==> src/rtl/root_arbiter_if.sv <==
// Requester and root-unit signal bundle for root_arbiter; slave is the arbiter's view,
// master is the view of whoever plays the requesters and the root unit.
interface root_arbiter_if #(
  parameter int N_REQ = 4
);
  logic [N_REQ-1:0]    req_i;
  logic [16*N_REQ-1:0] x_bi;
  logic [N_REQ-1:0]    ack_o;
  logic [N_REQ-1:0]    done_o;
  logic [8*N_REQ-1:0]  y_bo;
  logic [N_REQ-1:0]    err_o;
  logic                busy_o;
  logic                root_start_o;
  logic [15:0]         root_x_bo;
  logic [7:0]          root_y_bi;
  logic [1:0]          root_busy_bi;

  modport slave (
    input  req_i, x_bi, root_y_bi, root_busy_bi,
    output ack_o, done_o, y_bo, err_o, busy_o, root_start_o, root_x_bo
  );

  modport master (
    output req_i, x_bi, root_y_bi, root_busy_bi,
    input  ack_o, done_o, y_bo, err_o, busy_o, root_start_o, root_x_bo
  );
endinterface

==> src/rtl/root_arbiter.sv <==
// Round-robin sequencer sharing one sqrt unit: grant->ack in 1 cycle, done 1 cycle after busy drops.
// Requesters hold req until ack; a stalled root unit is aborted by the watchdog.
module root_arbiter #(
  parameter int N_REQ   = 4,
  parameter int TIMEOUT = 63
) (
  input  logic          clk_i,
  input  logic          rst_n_i,
  root_arbiter_if.slave bus
);
  localparam int GW = (N_REQ > 1) ? $clog2(N_REQ) : 1;

  typedef enum logic [1:0] {
    S_IDLE  = 2'd0,
    S_START = 2'd1,
    S_RUN   = 2'd2
  } state_t;

  state_t             state_q, state_d;
  logic [GW-1:0]      ptr_q, ptr_d;
  logic [GW-1:0]      gnt_q, gnt_d;
  logic [7:0]         wdog_q, wdog_d;
  logic [N_REQ-1:0]   ack_q, ack_d;
  logic [N_REQ-1:0]   done_q, done_d;
  logic [N_REQ-1:0]   err_q, err_d;
  logic [7:0]         y_q [N_REQ];
  logic [7:0]         y_d [N_REQ];
  logic               start_q, start_d;
  logic [15:0]        rx_q, rx_d;

  logic [15:0]        x_arr [N_REQ];
  logic               pick_vld;
  logic [GW-1:0]      pick;
  logic [GW-1:0]      ptr_inc;
  logic               root_idle;
  logic               wdog_hit;
  logic               fin;
  logic               fin_err;

  for (genvar k = 0; k < N_REQ; k++) begin : g_slice
    assign x_arr[k]             = bus.x_bi[16*k +: 16];
    assign bus.y_bo[8*k +: 8]   = y_q[k];
  end

  assign root_idle = (bus.root_busy_bi == 2'd0);
  assign wdog_hit  = (wdog_q == 8'(TIMEOUT - 1));
  assign ptr_inc   = (gnt_q == GW'(N_REQ - 1)) ? '0 : gnt_q + GW'(1);

  // First requester at or after ptr, wrapping past N_REQ-1 back to 0.
  always_comb begin : arb
    logic [GW-1:0] idx;
    int            sum;
    pick_vld = 1'b0;
    pick     = '0;
    idx      = '0;
    sum      = 0;
    for (int i = 0; i < N_REQ; i++) begin
      sum = int'(ptr_q) + i;
      if (sum >= N_REQ) sum = sum - N_REQ;
      idx = GW'(sum);
      if (!pick_vld && bus.req_i[idx]) begin
        pick_vld = 1'b1;
        pick     = idx;
      end
    end
  end

  always_comb begin
    state_d = state_q;
    ptr_d   = ptr_q;
    gnt_d   = gnt_q;
    wdog_d  = wdog_q;
    y_d     = y_q;
    start_d = start_q;
    rx_d    = rx_q;
    ack_d   = '0;
    done_d  = '0;
    err_d   = '0;
    fin     = 1'b0;
    fin_err = 1'b0;

    case (state_q)
      S_IDLE: begin
        if (root_idle && pick_vld) begin
          gnt_d       = pick;
          rx_d        = x_arr[pick];
          start_d     = 1'b1;
          ack_d[pick] = 1'b1;
          wdog_d      = '0;
          state_d     = S_START;
        end
      end
      S_START: begin
        if (wdog_hit) begin
          fin     = 1'b1;
          fin_err = 1'b1;
        end else begin
          wdog_d = wdog_q + 8'd1;
          if (!root_idle) begin
            start_d = 1'b0;
            state_d = S_RUN;
          end
        end
      end
      S_RUN: begin
        // A genuine completion on the watchdog edge still delivers its result.
        if (root_idle) begin
          fin = 1'b1;
        end else if (wdog_hit) begin
          fin     = 1'b1;
          fin_err = 1'b1;
        end else begin
          wdog_d = wdog_q + 8'd1;
        end
      end
      default: state_d = S_IDLE;
    endcase

    if (fin) begin
      y_d[gnt_q]    = fin_err ? 8'd0 : bus.root_y_bi;
      done_d[gnt_q] = 1'b1;
      err_d[gnt_q]  = fin_err;
      start_d       = 1'b0;
      ptr_d         = ptr_inc;
      state_d       = S_IDLE;
    end
  end

  always_ff @(posedge clk_i or negedge rst_n_i) begin
    if (!rst_n_i) begin
      state_q <= S_IDLE;
      ptr_q   <= '0;
      gnt_q   <= '0;
      wdog_q  <= '0;
      ack_q   <= '0;
      done_q  <= '0;
      err_q   <= '0;
      start_q <= 1'b0;
      rx_q    <= '0;
      for (int k = 0; k < N_REQ; k++) y_q[k] <= '0;
    end else begin
      state_q <= state_d;
      ptr_q   <= ptr_d;
      gnt_q   <= gnt_d;
      wdog_q  <= wdog_d;
      ack_q   <= ack_d;
      done_q  <= done_d;
      err_q   <= err_d;
      start_q <= start_d;
      rx_q    <= rx_d;
      y_q     <= y_d;
    end
  end

  assign bus.ack_o        = ack_q;
  assign bus.done_o       = done_q;
  assign bus.err_o        = err_q;
  assign bus.busy_o       = (state_q != S_IDLE);
  assign bus.root_start_o = start_q;
  assign bus.root_x_bo    = rx_q;
endmodule

==> src/flat_wrapper.sv <==
// flat-port wrapper written by rule: the top's interface ports become plain ports
module root_arbiter_flat 
#(
  parameter int N_REQ   = 4,
  parameter int TIMEOUT = 63
)
  (clk_i, rst_n_i, bus_req_i, bus_x_bi, bus_root_y_bi, bus_root_busy_bi, bus_ack_o, bus_done_o, bus_y_bo, bus_err_o, bus_busy_o, bus_root_start_o, bus_root_x_bo);
  root_arbiter_if #(.N_REQ(N_REQ)) bus_i ();
  input  logic clk_i;
  input  logic rst_n_i;
  input wire logic [$bits(bus_i.req_i)-1:0] bus_req_i;
  input wire logic [$bits(bus_i.x_bi)-1:0] bus_x_bi;
  input wire logic [$bits(bus_i.root_y_bi)-1:0] bus_root_y_bi;
  input wire logic [$bits(bus_i.root_busy_bi)-1:0] bus_root_busy_bi;
  output wire logic [$bits(bus_i.ack_o)-1:0] bus_ack_o;
  output wire logic [$bits(bus_i.done_o)-1:0] bus_done_o;
  output wire logic [$bits(bus_i.y_bo)-1:0] bus_y_bo;
  output wire logic [$bits(bus_i.err_o)-1:0] bus_err_o;
  output wire logic [$bits(bus_i.busy_o)-1:0] bus_busy_o;
  output wire logic [$bits(bus_i.root_start_o)-1:0] bus_root_start_o;
  output wire logic [$bits(bus_i.root_x_bo)-1:0] bus_root_x_bo;
  assign bus_i.req_i = bus_req_i;
  assign bus_i.x_bi = bus_x_bi;
  assign bus_i.root_y_bi = bus_root_y_bi;
  assign bus_i.root_busy_bi = bus_root_busy_bi;
  assign bus_ack_o = bus_i.ack_o;
  assign bus_done_o = bus_i.done_o;
  assign bus_y_bo = bus_i.y_bo;
  assign bus_err_o = bus_i.err_o;
  assign bus_busy_o = bus_i.busy_o;
  assign bus_root_start_o = bus_i.root_start_o;
  assign bus_root_x_bo = bus_i.root_x_bo;
  root_arbiter #(.N_REQ(N_REQ), .TIMEOUT(TIMEOUT)) u_core (.clk_i(clk_i), .rst_n_i(rst_n_i), .bus(bus_i));
endmodule
==> config.mk <==
export PLATFORM = sky130hd
export DESIGN_NAME = root_arbiter_flat
export DESIGN_NICKNAME = d
export VERILOG_FILES = /design/src/rtl/root_arbiter_if.sv /design/src/rtl/root_arbiter.sv /design/src/flat_wrapper.sv
export SDC_FILE = /design/constraint.sdc
export NUM_CORES = 1
export LEC_CHECK = 0
export ABC_AREA = 0
export ABC_CLOCK_PERIOD_IN_PS = 3300
export CAP_MARGIN = 40
export CORE_ASPECT_RATIO = 1.4
export CORE_MARGIN = 3
export CORE_UTILIZATION = 30
export CTS_CLUSTER_DIAMETER = 100
export DETAILED_ROUTE_END_ITERATION = 16
export HOLD_SLACK_MARGIN = 0.03
export PLACE_DENSITY = 0.67
export SLEW_MARGIN = 20
export SYNTH_ARGS = -nofsm -noshare
export SYNTH_HDL_FRONTEND = slang
export SYNTH_SLANG_ARGS = --single-unit
==> constraint.sdc <==
create_clock -name clk_i -period 3.3 [get_ports clk_i]
set_input_delay 0.99 -clock clk_i [delete_from_list [all_inputs] [get_ports clk_i]]
set_output_delay 0.99 -clock clk_i [all_outputs]
set_load 0.005 [all_outputs]
# Word level (Yosys, flattened, before mapping)
# Index checks and enable logic that the tools add are counted.
[op_classes]
add_sub_neg = 9
magnitude_cmp = 15
eq_ne = 10
mux = 55
n_bitwise = 3
reduce_logical = 19
[op_table]
columns = ["op", "n"]
rows = [
  ["8-bit two-way mux", 5],
  ["16-bit binary-select mux with 2-bit select", 1],
  ["32-bit bitwise mux", 1],
  ["16-bit two-way mux", 2],
  ["2-bit two-way mux", 13],
  ["8-bit case mux with 3 select lines", 1],
  ["2-bit by 3-bit < comparator with 1-bit output (second input constant)", 6],
  ["1-bit two-way mux", 17],
  ["8-bit demux with 2-bit select", 1],
  ["4-bit two-way mux", 4],
  ["3-bit greater-or-equal comparator (second input constant)", 5],
  ["8-bit by 1-bit adder with 8-bit output (second input constant)", 1],
  ["1-bit binary-select mux with 2-bit select", 4],
  ["8-bit by 6-bit equality test with 1-bit output (second input constant)", 1],
  ["4-bit AND reduction", 2],
  ["2-bit by 1-bit subtractor with 2-bit output (second input constant)", 4],
  ["1-bit logical AND", 7],
  ["2-bit by 2-bit adder with 3-bit output (second input constant)", 2],
  ["3-bit != test (second input constant)", 2],
  ["2-bit NOT with 3-bit output", 2],
  ["1-bit case mux with 2 select lines", 3],
  ["2-bit case mux with 3 select lines", 1],
  ["3-bit nonzero test", 2],
  ["4-bit bitwise AND", 1],
  ["16 further kinds", 23],
]
[totals]
regBits = 75
output_inout_bits = 62
wordCells = 124

# Longest topological paths before layout
[logic_depth]
depth_word = 20
mapped_depth = 8
depth_no_buf = 7

# Worst setup path before layout
# No wires, ideal clock.
[synth_path]
path_kind = "input -> register"
from = "input port bus_root_busy_bi[1]"
to = "register u_core.wdog_q[7]"
t_arrival_ps = 2246
required_ps = 3223
path_slack_ps = 977
path_stages = 6
n_path_buf = 1
path_cell_list = "or2_4 > o21ai_2 > nand3_2 > buf_6 > or4_1 > a21oi_1"
[synth_via]
elab_chain_cells = 4
[synth_rtl]
columns = ["element", "line_no", "source"]
rows = [
  ["from (decl)", "flat_wrapper.sv:14", "input wire logic [$bits(bus_i.root_busy_bi)-1:0] bus_root_busy_bi;"],
  ["2-bit logical NOT *", "root_arbiter.sv:45", "assign root_idle = (bus.root_busy_bi == 2'd0);"],
  ["1-bit logical AND", "root_arbiter.sv:84", "if (root_idle && pick_vld) begin"],
  ["2-bit by 1-bit != test with 1-bit output (no line)", "--", ""],
  ["3-bit AND reduction (no line) *", "--", ""],
  ["to (signal assigned)", "root_arbiter.sv:145", "wdog_q <= wdog_d;"],
  ["to (decl)", "root_arbiter.sv:22", "logic [7:0] wdog_q, wdog_d;"],
]
# Every way passes the cells marked *; elsewhere a longest branch is shown, timed or not.
# A chain may end at the register's enable or synchronous reset.

# Final worst setup path
[layout_path]
from = "input port bus_root_busy_bi[1]"
to = "register u_core.rx_q[2], in the netlist u_core.bus.root_x_bo[2]"
[layout_via]
elab_chain_cells = 3
[layout_rtl]
columns = ["element", "line_no", "source"]
rows = [
  ["2-bit logical NOT", "root_arbiter.sv:45", ""],
  ["1-bit logical AND", "root_arbiter.sv:84", ""],
  ["2-bit AND reduction (no line)", "--", ""],
  ["to (signal assigned)", "root_arbiter.sv:150", "rx_q <= rx_d;"],
  ["to (decl)", "root_arbiter.sv:29", "logic [15:0] rx_q, rx_d;"],
]
# No other way between the ends.

==> impl_results.md <==
- I/O pin cnt: 142
- Seq/Total Area, Yosys: 0.522
- Slew @ Worst Pin: 0.550 ns
- Overall power: 4040 uW
- Pwr Density: 734 mW/mm^2
- #FFs+latches synth: 75
- Die ar.: 0.0133 sq mm
- Hold Crit Class: register to register
- # diodes: 0
- Initial DRC count: 146
- Largest net degree at the start of global routing: 39
- Chip Height: 135 microns
- Crit-path max FO: 19
- Drt wl/cell: 16.6 microns
- Post-synth top area share: 0.522
- Clock sinks: 75
- Worst-path clk slew: 0.06 ns
- Slowest CP cell: nand4b_2
- Area Overhead vs Synth: 53.3%
- Final Hold Fails: 0
- RSZ-0062 raised after global routing: false
- Ys flop type: dfrtp_1
- Die width: 98.5 microns
- Routed wire length: 10.0 mm
- PostCTS Resize Cnt: 0
- Mapped Area: 0.00359 sq mm
- VDD IR max: 0.000309 V
- Clock Latency Late Sink: 0.33 ns
- CP Capture Type: register
- Slew Limit Fails: 0
- Post-Syn Nets: 404
- WP data required: 3.53 ns
- Yosys warning count: 0
- Vias in the first global route: 3,344
- Initial antenna violation count: 0
- Yosys cell types: 46
- Drt drc: 0
- Setup Fix Bufs, Post-CTS: 0
- Kind of critical path: input port to register
- Row Count: 46
- Via count: 3,139
- Drt first pass iters: 4
- Leakage: 0.00244 uW
- Ranking of synthesized cells by area: dfrtp_1 (52%), a32o_1 (8.9%), mux2i_1 (8.1%), o221ai_1 (3.9%), ha_1 (3.5%)
- Routed Antenna Nets: 0
- # nets final: 547
- Design area: 0.00551 sq mm
- Delay-heaviest family, CP: simple AND/OR/NAND/NOR gates
- Final setup fails: 0
- Skew final: 0.00710 ns
- EDFF count, synth: 0
- Peak Freq: 0.364 GHz
- Total grt overflow: 0
- Root Buffer: clkbuf_16
- Max-cap violations: 0
- Starting Density: 0.312
- Dpl cell area: 0.00518 sq mm
- First-pass GRT wire length: 16.2 mm
- Arrival @ worst endpoint: 2.98 ns
- Tot GR Track Use: 0.152
- TritonCTS clock tree: built
- Core Region: 0.0115 sq mm
- Post-synth top area cell: dfrtp_1
- Cells after synthesis: 314
- Post-synth ARST share: 1.00
- TritonCTS Buffers: 9
- Final setup TNS: 0 ns
- Relative slew slack: 0.630
- DP HPWL: 7.74 mm
- Fraction of layout cells with a size suffix above 1: 0.0887
- Fin crit period: 2.75 ns
- Critical Path Source Type: input port
- Vias per cell: 5.18
- Placer congestion estimate: 0.771
- Buf/Inv on CP: 1
- Hold Buf Count CTS: 0
- Syn avg cell area: 11.4 sq um
- H-Tree Depth: 3
- Worst-path cell chain: clkdlybuf4s50_1 -> nor2_1 -> nand3_1 -> nand4b_2 -> o221ai_1
- Tcrit/Tclk final: 0.833
- Leading cell types by count after synthesis: dfrtp_1 (75), a32o_1 (32), mux2i_1 (29)
- Final Util: 0.479
- Largest stage delay on the critical path: 0.58 ns
- Status: complete, no violations
- Port Buf Inserts: 141
- Clk buf depth: 2
- Count leader, synth: dfrtp_1
[routing by layer]
metal | GRT usage | wire length, microns | vias up
met4 | 0.0668 | 294 | 0
met3 | 0.0397 | 605 | 19
met2 | 0.281 | 5400 | 107
li1 | - | - | 1466
met1 | 0.162 | 3730 | 1547
met5 | 0 | 0 | -
[worst paths after layout]
| check | startpoint | end | slack (ns) | cells past startpoint |
|---|---|---|---|---|
| setup reg to reg | u_core.wdog_q[0] | u_core.bus.y_bo[28] | 1.19 | 8 |
| hold / removal | u_core.bus.root_x_bo[5] | u_core.bus.root_x_bo[5] | 0.49 | 2 |
| max in group asynchronous | rst_n_i | u_core.state_q[0] | 2.10 | 2 |
| min in group asynchronous | rst_n_i | u_core.bus.done_o[1] | 0.62 | 1 |
| hold reg to reg | u_core.bus.root_x_bo[5] | u_core.bus.root_x_bo[5] | 0.49 | 2 |
| setup / recovery | bus_root_busy_bi[1] | u_core.bus.root_x_bo[2] | 0.55 | 5 |
[worst min-delay path: cells and delay by family (launching register included)]
kind	cells	cell delay, ns
compound gates	1	0.06
simple gates	1	0.05
flops	1	0.34
[logic make-up (layout without fill, tap and decap cells)]
logic type | count (synthesis) | count (layout) | share of synthesized area
AND/OR/NAND/NOR | 71 | 71 | 0.104
XOR/XNOR | 1 | 1 | 0.00244
buffers and inverters | 39 | 187 | 0.0491
adder cells (fa/ha/maj) | 10 | 10 | 0.0348
AO/OA/AOI/OAI | 87 | 87 | 0.200
multiplexers | 31 | 31 | 0.0870
flip-flops | 75 | 75 | 0.522
[cell type report]
type	count	area, sq um
fill	1091	6000
sequential	75	1880
multi-input combinational	200	1550
timing repair buffer	149	1490
clock buffer	9	225
tap	144	180
clock inverter	7	98.8
inverter	22	82.6
[sequential cells by signal, summed over array words and instances (netlist names)]
| name | flops |
|---|---|
| u_core.bus.ack_o | 4 |
| u_core.bus.root_x_bo | 16 |
| u_core.bus.err_o | 4 |
| u_core.ptr_q | 2 |
| u_core.gnt_q | 2 |
| u_core.bus.root_start_o | 1 |
| u_core.state_q | 2 |
| u_core.bus.y_bo | 32 |
| u_core.wdog_q | 8 |
| u_core.bus.done_o | 4 |
[power by group]
group	total, uW	switching (uW)	internal (uW)	leakage, uW
sequential	1380	190	1190	0.000997
clock	1060	391	667	0.000156
combinational	1610	715	894	0.00128
[layout by cell type, fill, tap and decap left out, types with 2 or more instances in the layout]
master           count
ha_1                10
o21ai_0              8
nand3_1              6
mux2i_1             29
or2_2                3
dfrtp_1             75
nor2b_1              3
a21oi_2              2
and2_1               3
a22oi_1              4
nand3_2              2
nor2_1              11
o221ai_1            16
bufinv_16            2
nand4_1              2
buf_12               2
buf_4                7
clkdlybuf4s50_1    140
mux2_2               2
or4_1                3
inv_1               22
clkbuf_16            9
nand2_1             26
inv_6                2
a32o_1              32
nand2b_1             2
nor3_1               2
o31ai_1              4
a21oi_1             11
[metrics by stage]
step	std cells	setup WS [ns]	hold slack, ns
floorplan	314	0.977	0.480
global placement	589	0.214	0.471
detailed placement	590	0.0899	0.477
CTS	606	0.512	0.494
global route	606	0.272	0.504
finish	606	0.552	0.488
Note: power is estimated with default switching activity, not from simulation.
